$ cat src/rtl/dm_arb_pkg.sv
// Shared types and constants for the data-memory arbiter: FSM states,
// DMType access codes (same encoding as SCPU/dm) and requester port indices.
package dm_arb_pkg;

    typedef enum logic {
        IDLE = 1'b0,
        RESP = 1'b1
    } arb_state_t;

    localparam logic [2:0] DM_WORD   = 3'b000;
    localparam logic [2:0] DM_HALF   = 3'b001;
    localparam logic [2:0] DM_HALF_U = 3'b010;
    localparam logic [2:0] DM_BYTE   = 3'b011;
    localparam logic [2:0] DM_BYTE_U = 3'b100;

    localparam logic P_CPU = 1'b0;
    localparam logic P_DBG = 1'b1;

endpackage

$ cat src/rtl/dm_arb_pick.sv
// Winner selection between the CPU port and the debug/DMA port. The CPU has
// priority unless it has already won STARVE_LIMIT times in a row against port 1.
module dm_arb_pick
    import dm_arb_pkg::*;
#(
    parameter int STARVE_LIMIT = 4
) (
    input  logic       m0_req,
    input  logic       m1_req,
    input  logic [3:0] starve_cnt,
    output logic       grant_valid,
    output logic       grant_idx
);

    always_comb begin
        grant_valid = m0_req | m1_req;
        grant_idx   = P_CPU;
        if (m1_req && (!m0_req || starve_cnt == 4'(STARVE_LIMIT))) begin
            grant_idx = P_DBG;
        end
    end

endmodule

$ cat src/rtl/dm_arbiter.sv
// Two-port arbiter in front of the single-ported data memory. An access is
// granted in IDLE, drives dm combinationally, and is acknowledged in RESP.
//
// Handshake: a requester raises mX_req with stable fields and holds it until it
// sees mX_ack (a one-cycle pulse, rdata valid with it); in the cycle after ack it
// may drop req or present a new request. A req still high in IDLE is a new access.
module dm_arbiter
    import dm_arb_pkg::*;
#(
    parameter int ADDR_W       = 7,
    parameter int STARVE_LIMIT = 4
) (
    input  logic              clk,
    input  logic              reset,
    input  logic              m0_req,
    input  logic              m0_we,
    input  logic [2:0]        m0_dmtype,
    input  logic [31:0]       m0_addr,
    input  logic [31:0]       m0_wdata,
    output logic              m0_ack,
    output logic [31:0]       m0_rdata,
    output logic              m0_stall,
    input  logic              m1_req,
    input  logic              m1_we,
    input  logic [2:0]        m1_dmtype,
    input  logic [31:0]       m1_addr,
    input  logic [31:0]       m1_wdata,
    output logic              m1_ack,
    output logic [31:0]       m1_rdata,
    output logic              dm_we,
    output logic [2:0]        dm_type,
    output logic [ADDR_W-1:0] dm_addr,
    output logic [31:0]       dm_din,
    input  logic [31:0]       dm_dout
);

    arb_state_t  state, next_state;
    logic        owner;
    logic [3:0]  starve_cnt;
    logic        grant_valid, grant_idx;
    logic        start;
    logic        sel_we;
    logic [2:0]  sel_type;
    logic [31:0] sel_addr, sel_wdata;
    logic        unused_addr_bits;

    dm_arb_pick #(.STARVE_LIMIT(STARVE_LIMIT)) u_pick (
        .m0_req      (m0_req),
        .m1_req      (m1_req),
        .starve_cnt  (starve_cnt),
        .grant_valid (grant_valid),
        .grant_idx   (grant_idx)
    );

    assign sel_we    = (grant_idx == P_DBG) ? m1_we     : m0_we;
    assign sel_type  = (grant_idx == P_DBG) ? m1_dmtype : m0_dmtype;
    assign sel_addr  = (grant_idx == P_DBG) ? m1_addr   : m0_addr;
    assign sel_wdata = (grant_idx == P_DBG) ? m1_wdata  : m0_wdata;

    // Byte offset and bits above the dm range are ignored; high addresses alias.
    assign unused_addr_bits = ^{sel_addr[31:ADDR_W+2], sel_addr[1:0]};

    assign start = (state == IDLE) && grant_valid;

    always_comb begin
        next_state = state;
        dm_we      = 1'b0;
        dm_type    = '0;
        dm_addr    = '0;
        dm_din     = '0;
        case (state)
            IDLE: begin
                if (grant_valid) begin
                    dm_we      = sel_we & ~reset;
                    dm_type    = sel_type;
                    dm_addr    = sel_addr[ADDR_W+1:2];
                    dm_din     = sel_wdata;
                    next_state = RESP;
                end
            end
            RESP: next_state = IDLE;
            default: next_state = IDLE;
        endcase
    end

    // Gating with reset drops an ack whose RESP cycle is cut short by reset.
    assign m0_ack   = (state == RESP) && (owner == P_CPU) && !reset;
    assign m1_ack   = (state == RESP) && (owner == P_DBG) && !reset;
    assign m0_stall = m0_req & ~m0_ack;

    always_ff @(posedge clk) begin
        if (reset) begin
            state      <= IDLE;
            owner      <= P_CPU;
            starve_cnt <= '0;
            m0_rdata   <= '0;
            m1_rdata   <= '0;
        end else begin
            state <= next_state;
            if (start) begin
                owner <= grant_idx;
                if (!sel_we) begin
                    if (grant_idx == P_DBG) m1_rdata <= dm_dout;
                    else                    m0_rdata <= dm_dout;
                end
                if (grant_idx == P_CPU && m1_req) begin
                    if (starve_cnt != 4'(STARVE_LIMIT)) starve_cnt <= starve_cnt + 4'd1;
                end else begin
                    starve_cnt <= '0;
                end
            end
        end
    end

endmodule

$ cat config.mk
export PLATFORM = sky130hd
export DESIGN_NAME = dm_arbiter
export DESIGN_NICKNAME = d
export VERILOG_FILES = /design/src/rtl/dm_arb_pkg.sv /design/src/rtl/dm_arb_pick.sv /design/src/rtl/dm_arbiter.sv
export SDC_FILE = /design/constraint.sdc
export NUM_CORES = 1
export LEC_CHECK = 0
export ABC_AREA = 1
export CORE_MARGIN = 8
export CORE_UTILIZATION = 31
export CTS_CLUSTER_SIZE = 14
export DETAILED_ROUTE_END_ITERATION = 7
export PLACE_DENSITY = 0.83
export SETUP_SLACK_MARGIN = 0.5
export SYNTH_ARGS = -nofsm -noshare
export SYNTH_HDL_FRONTEND = slang
export SYNTH_SLANG_ARGS = --single-unit
$ cat constraint.sdc
create_clock -name clk -period 1.5 [get_ports clk]
set_input_delay 0.15 -clock clk [delete_from_list [all_inputs] [get_ports clk]]
set_output_delay 0.15 -clock clk [all_outputs]
set_load 0.02 [all_outputs]
==> results.ini <==
[status]
status=complete, but fails checks
violations=negative setup slack

[timing]
max_freq_ghz=0.498
finalHoldViolations=0
fin_crit_ns=2.01
worstMarginPinSlew_ns=0.416
fin_crit_sh=1.34
final_max_slew_viol_count=0
rsz0062_at_grt=true
tns_ns=-37.57
setup_viol=107
slew_headroom=0.723
fin_worst_skew_ns=0.00859
fin_ws_ns=-0.509

[power_and_ir_drop]
powerDensity_mw_per_mm2=803
finalPower_w=0.00678
p_leak_nw=4.36
vdd_drop_max_mv=0.766

[min_path]
hold_class=primary input to flop
hold_start=reset

[routing]
drc_errors=0
vias=5092
drt-total-wl_um=19000
vias_per_cell=4.55
drtIter0Drc=247
drt_pass1_iterations=4
wire_per_inst_um=17.0
ant_nets=0

[synthesis]
syn-num-nets=839
ys_types=19
synth.cell_area_sq_mm=0.00386
ys.warnings.count=0
yosysTopAreaCellShare=0.363
syn_inst=665
syn_area_per_cell_sq_um=5.80
ys_seq_area_frac=0.363
synth.largest_area_cell=dfxtp_1
synth_area_leaders=dfxtp_1 (36%), nand2_1 (22%), inv_1 (13%)
synth_seq_cells=70

[clock_network]
clockBufferDepth=2
cts.sinks=70
cts_root_buf=clkbuf_16
clk_pin_slew_ns=0.06
htreeDepth=3
worstSkewPairLatency_ns=0.33
tritoncts=built
numCtsBuffers=9
hold_buffers=0

[cells_and_area]
n_antenna_cell=0
fin_nets=1120
areaGrowthSynthToFinish_pct=119
final_util=0.699
final_cells=1119
n_fill_cell=919
drive_gt1_frac=0.405

[grt]
first_global_vias=4820
grt_pass1_wl_um=26100
globalRouteTotalUtil=0.201
antenna_found_initial=0
grt_max_degree=38
grt_overflow=0

[die]
die_w_um=128
core_sq_mm=0.0121
ioPinCount=282
start_util=0.320
die_area_sq_mm=0.0163
die_y_um=128
num_rows=40

[critical_path]
crit_family=simple AND/OR/NAND/NOR gates
cp.arrival_ns=1.86
path_class=flop to primary output
crit_slowest_cell=dfxtp_2
worstPathRequired_ns=1.35
cp-end-kind=primary output
r2r-start=starve_cnt[0]
start_kind=flop
path_cells=inv_2 -> ha_4 -> nand3_2 -> nand2_2 -> nand2_4 -> nor2_4 -> buf_6 -> clkbuf_16 -> nand2_1 -> nand2_2 -> buf_6
slowest_delay_ns=0.32
startpoint=starve_cnt[0]
critical_path_buf_inv_count=4
critPathMaxFanout=5

[placement]
dpl.hpwl_um=11900
place.gp.congestion=0.837
dp_cells=1061
io_buffer_count=231

[job]
max-cap-violations=0

## cell type report
cell class                 instances  area, sq um  area share
timing repair buffer             309         3390       0.402
clock buffer                      10          229      0.0271
clock inverter                     6         86.3      0.0102
inverter                         138          526      0.0623
sequential                        70         1410       0.167
tap                              168          210      0.0249
multi-input combinational        418         2580       0.306
## per-stage QoR
step,hold slack [ns],area [sq um],worst slack (ns)
finish,0.263,8430,-0.509
detailed placement,0.497,6930,-0.699
global route,0.272,8430,-0.606
global placement,0.487,6930,-0.654
CTS,0.263,7740,-0.452
floorplan,0.219,4370,0.0965
## path summary, 6_finish.rpt
check | to | slack (ns) | cells after the start
worst min register to register | m0_rdata[13] | 0.50 | 4
worst max-delay path | dm_addr[4] | -0.51 | 11
worst min-delay path | state | 0.26 | 2
worst max register to register | m0_rdata[14] | -0.35 | 15
## cells by family after synthesis
| kind of cell | count (synthesis) | synth area share |
|---|---|---|
| DFF | 70 | 0.363 |
| adders and majority gates | 2 | 0.00649 |
| and+or+nand+nor | 405 | 0.433 |
| xor gates and xnor gates | 2 | 0.00454 |
| buffers and inverters | 177 | 0.180 |
| AOI/OAI and AO/OA | 9 | 0.0126 |
## worst reg2reg max path: stages (launching register included)
cell	delay, ns
dfxtp_2	0.32
inv_2	0.07
ha_4	0.13
nand3_2	0.07
nand2_2	0.11
nand2_4	0.07
buf_4	0.15
buf_6	0.12
buf_6	0.12
buf_12	0.12
nand3_4	0.08
buf_12	0.14
buf_8	0.13
nand2_1	0.06
inv_1	0.05
nor2_1	0.03
## cell usage in the layout (no fill, tap or decap), types with 10 or more instances in the layout
master / instances
buf_16: 11
inv_1: 125
clkbuf_16: 16
clkdlybuf4s50_1: 118
nand2_4: 48
buf_12: 12
buf_2: 12
nand2_1: 116
nand2_2: 60
nand4_1: 32
nand3_1: 26
dfxtp_1: 64
nor2_1: 75
nor2_2: 20
buf_6: 67
nand3_2: 12
buf_4: 65
inv_2: 10
## Yosys cell counts (all sizes together)
library cell,count
nand3,45
ha,2
nand4,33
xor2,2
a21oi,5
inv,137
buf,27
nor2,103
o21ai,4
clkinv,1
dfxtp,70
nand2,224
clkbuf,12
## per-layer routing
layer,global-route usage,wire length (um),vias up
met2,0.363,9790,225
met3,0.0695,1780,30
met4,0.0434,333,0
met5,0,0,-
met1,0.221,7110,2307
li1,-,-,2530
## power by group
group,internal [W],switching (W)
Sequential,0.00198,0.0000681
Combinational,0.00121,0.00123
Clock,0.00145,0.000827
Total,0.00465,0.00213
## what timing repair did
item / in CTS / in global routing
cloned: 12 / 11
buffers inserted: 12 / 7
gates resized for setup: 559 / 198
endpoints found under the hold margin: 0 / 0
setup endpoints to repair: 179 / 169
pin swaps: 34 / 35
## registers in the layout (all words and copies together), names as in the netlist
signal and cells:
starve_cnt 4, owner 1, m1_rdata 32, state 1, m0_rdata 32
Note: power is estimated with default switching activity, not from simulation.
